### config.mk
export PLATFORM = sky130hd
export DESIGN_NAME = wb_sdram_arbiter
export DESIGN_NICKNAME = d
export VERILOG_FILES = /design/src/rtl/wb_sdram_arb_pkg.sv /design/src/rtl/wb_sdram_arbiter_rr_pick.sv /design/src/rtl/wb_sdram_arbiter.sv
export SDC_FILE = /design/constraint.sdc
export NUM_CORES = 1
export LEC_CHECK = 0
export ABC_CLOCK_PERIOD_IN_PS = 1450
export BUFFER_PORTS_ARGS = -buffer_cell sky130_fd_sc_hd__buf_4
export CAP_MARGIN = 25
export CORE_AREA = 2 2 108 110
export CTS_CLUSTER_SIZE = 8
export DETAILED_ROUTE_END_ITERATION = 6
export DIE_AREA = 0 0 110 112
export PLACE_DENSITY_LB_ADDON = 0.15
export SLEW_MARGIN = 20
export SYNTH_ARGS = -nofsm -noshare
export SYNTH_HDL_FRONTEND = slang
export SYNTH_HIERARCHICAL = 1
export SYNTH_SLANG_ARGS = --single-unit
### constraint.sdc
create_clock -name wb_clk_i -period 1.45 [get_ports wb_clk_i]
set_clock_uncertainty 0.05 [all_clocks]
set_input_delay 0.145 -clock wb_clk_i [delete_from_list [all_inputs] [get_ports wb_clk_i]]
set_output_delay 0.145 -clock wb_clk_i [all_outputs]
set_load 0.03 [all_outputs]
### src/rtl/wb_sdram_arb_pkg.sv
// Shared types, defaults and helpers for the wb_sdram_ctrl master arbiter.
// Optional watchdog is enabled in the top by defining WB_SDRAM_ARB_TIMEOUT_EN.
package wb_sdram_arb_pkg;

    typedef logic [0:0] arb_state_t;

    localparam arb_state_t StIdle = 1'b0;
    localparam arb_state_t StBusy = 1'b1;

    localparam int unsigned ADR_W_DEF = 32;
    localparam int unsigned DAT_W_DEF = 32;
    localparam int unsigned SEL_W_DEF = 2;

    // Widest requester vector any arbiter built on rr_pick may use.
    localparam int unsigned MAX_M = 4;

    // Rotate a one-hot priority vector left by one place within its low n bits.
    function automatic logic [MAX_M-1:0] rotl_onehot(input logic [MAX_M-1:0] v, input int n);
        logic [MAX_M-1:0] r;
        r = '0;
        for (int i = 0; i < int'(MAX_M); i++) begin
            if (i < n) begin
                r[(i + 1) % n] = v[i];
            end
        end
        return r;
    endfunction

endpackage

### src/rtl/wb_sdram_arbiter_rr_pick.sv
// Combinational round-robin selector: first requester after index last_i, wrapping.
// Reusable by any shared-resource arbiter with up to MAX_M requesters.
module rr_pick
    import wb_sdram_arb_pkg::*;
#(
    parameter int unsigned NUM_M = 2,
    parameter int unsigned IDX_W = (NUM_M > 1) ? $clog2(NUM_M) : 1
) (
    input  logic [NUM_M-1:0] req_i,
    input  logic [IDX_W-1:0] last_i,
    output logic [NUM_M-1:0] gnt_o,
    output logic             valid_o
);

    logic [MAX_M-1:0] prio;

    always_comb begin
        gnt_o   = '0;
        valid_o = 1'b0;
        prio    = rotl_onehot(MAX_M'(1) << last_i, int'(NUM_M));
        for (int i = 0; i < int'(NUM_M); i++) begin
            if (!valid_o && (|(prio[NUM_M-1:0] & req_i))) begin
                gnt_o   = prio[NUM_M-1:0];
                valid_o = 1'b1;
            end
            prio = rotl_onehot(prio, int'(NUM_M));
        end
    end

endmodule

### src/rtl/wb_sdram_arbiter.sv
// Round-robin Wishbone classic arbiter in front of wb_sdram_ctrl, one transfer in flight.
// Define WB_SDRAM_ARB_TIMEOUT_EN to build the BUSY watchdog that errors a stuck transfer.
module wb_sdram_arbiter
    import wb_sdram_arb_pkg::*;
#(
    parameter int unsigned NUM_M          = 2,
    parameter int unsigned ADR_W          = ADR_W_DEF,
    parameter int unsigned DAT_W          = DAT_W_DEF,
    parameter int unsigned SEL_W          = SEL_W_DEF,
    parameter int unsigned TIMEOUT_CYCLES = 1024
) (
    input  logic                   wb_clk_i,
    input  logic                   wb_rst_i,
    input  logic [NUM_M*ADR_W-1:0] m_adr_i,
    input  logic [NUM_M*DAT_W-1:0] m_dat_i,
    input  logic [NUM_M*SEL_W-1:0] m_sel_i,
    input  logic [NUM_M-1:0]       m_we_i,
    input  logic [NUM_M-1:0]       m_stb_i,
    output logic [DAT_W-1:0]       m_dat_o,
    output logic [NUM_M-1:0]       m_ack_o,
    output logic [NUM_M-1:0]       m_err_o,
    output logic [ADR_W-1:0]       s_adr_o,
    output logic [DAT_W-1:0]       s_dat_o,
    output logic [SEL_W-1:0]       s_sel_o,
    output logic                   s_we_o,
    output logic                   s_stb_o,
    input  logic [DAT_W-1:0]       s_dat_i,
    input  logic                   s_ack_i,
    output logic [NUM_M-1:0]       grant_o
);

    localparam int unsigned IDX_W = (NUM_M > 1) ? $clog2(NUM_M) : 1;

    arb_state_t       state_q, state_d;
    logic [IDX_W-1:0] last_q, last_d;
    logic [ADR_W-1:0] adr_q, adr_d;
    logic [DAT_W-1:0] dat_q, dat_d;
    logic [SEL_W-1:0] sel_q, sel_d;
    logic             we_q, we_d;
    logic             stb_q, stb_d;
    logic [NUM_M-1:0] grant_q, grant_d;

    logic [NUM_M-1:0] pick_gnt;
    logic             pick_valid;
    logic [IDX_W-1:0] win_idx;
    logic [ADR_W-1:0] win_adr;
    logic [DAT_W-1:0] win_dat;
    logic [SEL_W-1:0] win_sel;
    logic             win_we;
    logic             busy;
    logic             timeout;

    assign busy = (state_q == StBusy);

    rr_pick #(
        .NUM_M (NUM_M),
        .IDX_W (IDX_W)
    ) u_rr_pick (
        .req_i   (m_stb_i),
        .last_i  (last_q),
        .gnt_o   (pick_gnt),
        .valid_o (pick_valid)
    );

    always_comb begin
        win_idx = '0;
        win_adr = '0;
        win_dat = '0;
        win_sel = '0;
        win_we  = 1'b0;
        for (int i = 0; i < int'(NUM_M); i++) begin
            if (pick_gnt[i]) begin
                win_idx = IDX_W'(i);
                win_adr = m_adr_i[i*ADR_W +: ADR_W];
                win_dat = m_dat_i[i*DAT_W +: DAT_W];
                win_sel = m_sel_i[i*SEL_W +: SEL_W];
                win_we  = m_we_i[i];
            end
        end
    end

`ifdef WB_SDRAM_ARB_TIMEOUT_EN
    localparam int unsigned CNT_W = $clog2(TIMEOUT_CYCLES + 1);

    logic [CNT_W-1:0] cnt_q, cnt_d;

    // Fires during the TIMEOUT_CYCLES-th BUSY cycle without ack; an ack in that cycle wins.
    assign timeout = busy && !s_ack_i && (cnt_q == CNT_W'(TIMEOUT_CYCLES - 1));

    always_comb begin
        cnt_d = cnt_q;
        if (!busy) begin
            cnt_d = '0;
        end else if (!s_ack_i) begin
            cnt_d = cnt_q + CNT_W'(1);
        end
    end

    always_ff @(posedge wb_clk_i) begin
        if (wb_rst_i) begin
            cnt_q <= '0;
        end else begin
            cnt_q <= cnt_d;
        end
    end

    assign m_err_o = timeout ? grant_q : '0;
`else
    assign timeout = 1'b0;
    assign m_err_o = '0;
`endif

    always_comb begin
        state_d = state_q;
        last_d  = last_q;
        adr_d   = adr_q;
        dat_d   = dat_q;
        sel_d   = sel_q;
        we_d    = we_q;
        stb_d   = stb_q;
        grant_d = grant_q;
        case (state_q)
            StIdle: begin
                if (pick_valid) begin
                    state_d = StBusy;
                    last_d  = win_idx;
                    adr_d   = win_adr;
                    dat_d   = win_dat;
                    sel_d   = win_sel;
                    we_d    = win_we;
                    stb_d   = 1'b1;
                    grant_d = pick_gnt;
                end
            end
            StBusy: begin
                // Requests seen in the ending cycle wait for IDLE and the updated pointer.
                if (s_ack_i || timeout) begin
                    state_d = StIdle;
                    stb_d   = 1'b0;
                    grant_d = '0;
                end
            end
            default: begin
                state_d = StIdle;
                stb_d   = 1'b0;
                grant_d = '0;
            end
        endcase
    end

    always_ff @(posedge wb_clk_i) begin
        if (wb_rst_i) begin
            state_q <= StIdle;
            last_q  <= IDX_W'(NUM_M - 1);
            adr_q   <= '0;
            dat_q   <= '0;
            sel_q   <= '0;
            we_q    <= 1'b0;
            stb_q   <= 1'b0;
            grant_q <= '0;
        end else begin
            state_q <= state_d;
            last_q  <= last_d;
            adr_q   <= adr_d;
            dat_q   <= dat_d;
            sel_q   <= sel_d;
            we_q    <= we_d;
            stb_q   <= stb_d;
            grant_q <= grant_d;
        end
    end

    assign s_adr_o = adr_q;
    assign s_dat_o = dat_q;
    assign s_sel_o = sel_q;
    assign s_we_o  = we_q;
    assign s_stb_o = stb_q;
    assign grant_o = grant_q;
    assign m_ack_o = (s_ack_i && busy) ? grant_q : '0;
    assign m_dat_o = s_dat_i;

endmodule

* After elaboration in Yosys (flattened, before gate mapping)
Index checks and enable logic that the tools add are counted.
** Storage, ports and cells
- Logic and storage cells :: 44
- Output and inout port bits :: 106
- Register bits after elaboration :: 72
** Cells by class
- Muxes and demuxes :: 23
- Shift operators :: 1
- Reduce and logical (&&, ||, !) cells :: 7
- Equality and inequality tests :: 2
- Bitwise gates (word level) :: 3
** Operators with widths (count)
- two-way mux 32 bit :: 4
- two-way mux 2 bit :: 7
- two-way mux 1 bit :: 9
- AND 2 bit :: 2
- != test 2 bit (second input constant) :: 2
- one-hot mux 1 bit (2 select lines) :: 2
- one-hot mux 2 bit (2 select lines) :: 1
- AND reduction 2 bit :: 2
- OR reduction 2 bit :: 2
- logical AND 1 bit :: 2
- << shifter 1 x 1 -> 2 bit (first input constant) :: 1
- zero test 1 bit :: 1
- NOT 1 bit :: 1

* Longest topological paths before layout
- Word-level depth :: 9
- Mapped depth :: 7
- Mapped depth without buffers :: 5

* Modules after synthesis
Netlist, hierarchy kept.
** Modules (own cells, without submodules)
- wb_sdram_arbiter :: sequential area each 1441.4 um2, cells an instance 432, instances 1, area each 3368.2 um2
- rr_pick :: sequential area each 0.0 um2, cells an instance 4, instances 1, area each 25.0 um2

* Worst setup path after synthesis
Ideal clock, no wire load.
- Kind :: reg2reg
- Start :: reg last_q
- End :: reg dat_q[14], in the netlist s_dat_o[14]
- Setup time :: 76 ps
- Arrival time :: 1266 ps
- Stages on the path, launching flop included :: 8
- Buffers on the path :: 3
- Data required time :: 1324 ps
- Path slack :: 59 ps
- Path through :: dfxtp_1 > a21boi_0 > buf_2 > and4bb_1 > buf_6 > buf_8 > nand2_2 > a31oi_2
** On the way
- Elaborated cells on any way between the ends :: 14
** RTL lines
- from (decl) :: line wb_sdram_arbiter.sv:35 : logic [IDX_W-1:0] last_q, last_d;
- from (signal assigned) :: line wb_sdram_arbiter.sv:154 : last_q <= IDX_W'(NUM_M - 1);
- from (signal assigned) :: line wb_sdram_arbiter.sv:163 : last_q <= last_d;
- << shifter 1 x 1 -> 2 bit (*) :: line wb_sdram_arbiter_rr_pick.sv:20 : prio = rotl_onehot(MAX_M'(1) << last_i, int'(NUM_M));
- AND 2 bit :: line wb_sdram_arbiter_rr_pick.sv:22 : if (!valid_o && (|(prio[NUM_M-1:0] & req_i))) begin
- OR reduction 2 bit :: line wb_sdram_arbiter_rr_pick.sv:22
- two-way mux 1 bit :: line wb_sdram_arbiter_rr_pick.sv:22
- zero test 1 bit :: line wb_sdram_arbiter_rr_pick.sv:22
- logical AND 1 bit :: line wb_sdram_arbiter_rr_pick.sv:22
- two-way mux 2 bit (*) :: line wb_sdram_arbiter_rr_pick.sv:22
- net pick_gnt[1] :: line wb_sdram_arbiter.sv:43 : logic [NUM_M-1:0] pick_gnt;
- two-way mux 32 bit (*) :: line wb_sdram_arbiter.sv:72 : if (pick_gnt[i]) begin
- to (signal assigned) :: line wb_sdram_arbiter.sv:165 : dat_q <= dat_d;
- to (decl) :: line wb_sdram_arbiter.sv:37 : logic [DAT_W-1:0] dat_q, dat_d;
The timed path passes the listed nets; every way through them passes the cells marked *.
A chain may end at the register's enable or synchronous reset.

* Worst setup path in the final report
- Start :: reg last_q
- End :: reg dat_q[25], in the netlist s_dat_o[25]
The elaborated chain is that of the path after synthesis.

==> results_dict.tcl <==
set metrics [dict create \
    synth_top_area_share_pct 42.48 \
    rsz0062_at_grt "yes" \
    min_from "m_adr_i[3]" \
    drt_iter0_drc 181 \
    power_frac_seq_pct 37.5 \
    drive_above_1_share_pct 45.44 \
    whs_ns 0.02683 \
    cts.sinks 72 \
    max_stage_delay_ns 0.37 \
    r2r_end "s_dat_o[25]" \
    num_rows 39 \
    slew_violations 0 \
    finalWirelength_um 12140 \
    track_usage_pct 18.82 \
    critPathCaptureType "flip-flop" \
    async_flop_share_pct 0 \
    synth-seq-cells 72 \
    path_cells "buf_6, a21boi_4, and4bb_4, buf_12, buf_12, nand2_1, a31oi_1" \
    min_to "s_adr_o[3]" \
    p_sw_share_pct 29.30 \
    synth_edf_count 0 \
    antenna_left 0 \
    cts_inserted_buffers 9 \
    hold_depth 3 \
    power_density_nw_per_um2 1086 \
    clockBufferDepth 2 \
    violations "negative setup slack" \
    die_y_um 112 \
    crit_fanout 16 \
    grt_pass1_vias 3662 \
    cts-hold-fix-buffers 0 \
    ys.flop_type "dfxtp_1" \
    crit_type "flip-flop to flip-flop" \
    internal_power_mw 4.150 \
    syn_inst 436 \
    cts_tree "yes" \
    slowest_stage "and4bb_4" \
    grt_pass1_wl_um 18200 \
    p_clk_share_pct 36.5 \
    insertion_delay_ns 0.32 \
    diodes 0 \
    viasPerCell 4.934 \
    clock-root-buffer "clkbuf_16" \
    vias 3735 \
    run_status "finished, violations left" \
    hp-class "input pin to flip-flop" \
    reg2regPathDepth 7 \
    core_um2 11170 \
    dp_hpwl_um 8287 \
    dr.pass1.iters 4 \
    htreeDepth 3 \
    port_buffers 210 \
    r2r_slack_ns -0.01 \
    antenna_found_initial 0 \
    grt_overflow 0 \
    combPwrFrac_pct 26.0 \
    ys_seq_area_share_pct 42.48 \
    die_w_um 110 \
    critPathRequiredTime_ns 1.64 \
    gp_congestion 0.7780 \
    setup_slack_ns -0.01080 \
    ios 277 \
    cp.arrival_ns 1.65 \
    dpl_cell_area_um2 4952 \
    setup_viol 3 \
    synthesis.area_um2 3393 \
    synth_common_cells "128 x nand2_1, 72 x dfxtp_1, 67 x nand3_1" \
    yosysUniqueCellTypes 23 \
    crit_path_frequent_cell "buf_12" \
    yosysMostFrequentCell "nand2_1" \
    period_needed_ns 1.461 \
    p_leak_nw 2.305 \
    place_ws_ns -0.07842 \
    grt_start_max_net_pins 39 \
    area_delta_synth_final_pct 59.29 \
    clk_pin_slew_ns 0.06 \
    nNetsFinal 780 \
    drc 0 \
    initial_core_util_pct 30.37 \
    r2r-start "last_q" \
    yosys-top-cells-area "dfxtp_1 42%, nand2_1 14%, a31oi_1 11%" \
    n_fill_cell 1094 \
    start_kind "flip-flop" \
    p_switching_mw 1.720 \
    hold_viol_final 0 \
    yosysWarnings 6 \
    max_freq_mhz 684.6 \
    wl_per_cell_um 16.04 \
    dieArea_um2 12320 \
    avgSynthCellArea_um2 7.783 \
    postLayoutCellArea_um2 5405 \
    min_period_over_period_pct 100.7 \
    peakVddDrop_mv 0.8013 \
    synth_top_area_cell "dfxtp_1" \
    cap_violations 0 \
]
## logic make-up (layout without fill, tap and decap cells)
kind of cell | after synthesis | in the layout | synth area share, %
other | 1 | 2 | 0.1105
buffers and inverters | 74 | 251 | 14.09
DFF | 72 | 72 | 42.48
muxes | 1 | 1 | 0.2950
AOI/OAI and AO/OA | 74 | 74 | 15.45
and+or+nand+nor | 214 | 214 | 27.58
## power groups by stage
stage	Clock (mW)	Combinational [mW]	Sequential, mW
floorplan	0	0.633	2.50
global placement	0	1.44	2.24
detailed placement	0	1.45	2.24
CTS	2.24	1.51	2.20
global route	2.30	1.62	2.22
finish	2.14	1.53	2.20
## timing repair
action | in CTS | in global routing
cloned | 2 | 1
setup endpoints to repair | 67 | 52
gates resized for setup | 4 | 9
pin swaps | 1 | 3
setup buffers | 1 | 3
## worst max path at each step
stage / start / end
final: last_q / s_dat_o[25]
after detailed placement: last_q / s_dat_o[8]
after global placement: last_q / s_adr_o[20]
after CTS: last_q / s_dat_o[17]
after global routing: last_q / s_dat_o[25]
after floorplan: last_q / s_dat_o[14]
## cell type report
type / instances / area, um2 / area share (%)
well taps: 143 / 178.9 / 3.310
inverters: 1 / 3.754 / 0.06944
clock inverters: 6 / 60.06 / 1.111
clock buffers: 10 / 229.0 / 4.236
repair buffers: 234 / 1968 / 36.41
flip-flops and latches: 72 / 1444 / 26.71
multi-input cells: 291 / 1521 / 28.15
## stage by stage
stage	instances	utilization, %	TNS (ns)	power [mW]
after floorplan	437	-	0	3.134
after global placement	734	44.32	0	3.675
after detailed placement	734	44.32	-1.799	3.692
after CTS	753	47.69	-0.1923	5.939
after global routing	757	48.37	-2.217	6.147
final	757	48.37	-0.01495	5.870
## flip-flops by register name (all words and copies together) (netlist names)
name and count:
s_we_o 1, s_stb_o 1, s_dat_o 32, s_sel_o 2, s_adr_o 32, grant_o 2, last_q 1, busy 1
## cells in the final DEF, fill, tap and decap left out, types with 3 or more instances in the layout
cell type / n
buf_12: 12
a21oi_1: 4
nand3_1: 67
nand2_2: 10
buf_4: 218
nand2_1: 126
clkinv_2: 3
a31oi_1: 57
dfxtp_1: 70
a31oi_2: 10
clkbuf_16: 10
## critical path, delay by kind of cell, from the launching register on
kind | cells | cell delay, ns
AND/OR/NAND/NOR | 2 | 0.43
buffers and inverters | 3 | 0.38
flip-flops | 1 | 0.34
AO/OA/AOI/OAI | 2 | 0.18
## per-layer routing
| metal | vias to the layer above | share of wire (%) | track usage, % |
|---|---|---|---|
| li1 | 1806 | - | - |
| met1 | 1751 | 39 | 21.12 |
| met2 | 146 | 52 | 33.74 |
| met3 | 32 | 7.0 | 5.152 |
| met4 | 0 | 2.2 | 6.160 |
| met5 | - | 0 | 0 |
(Power assumes the default switching activity.)
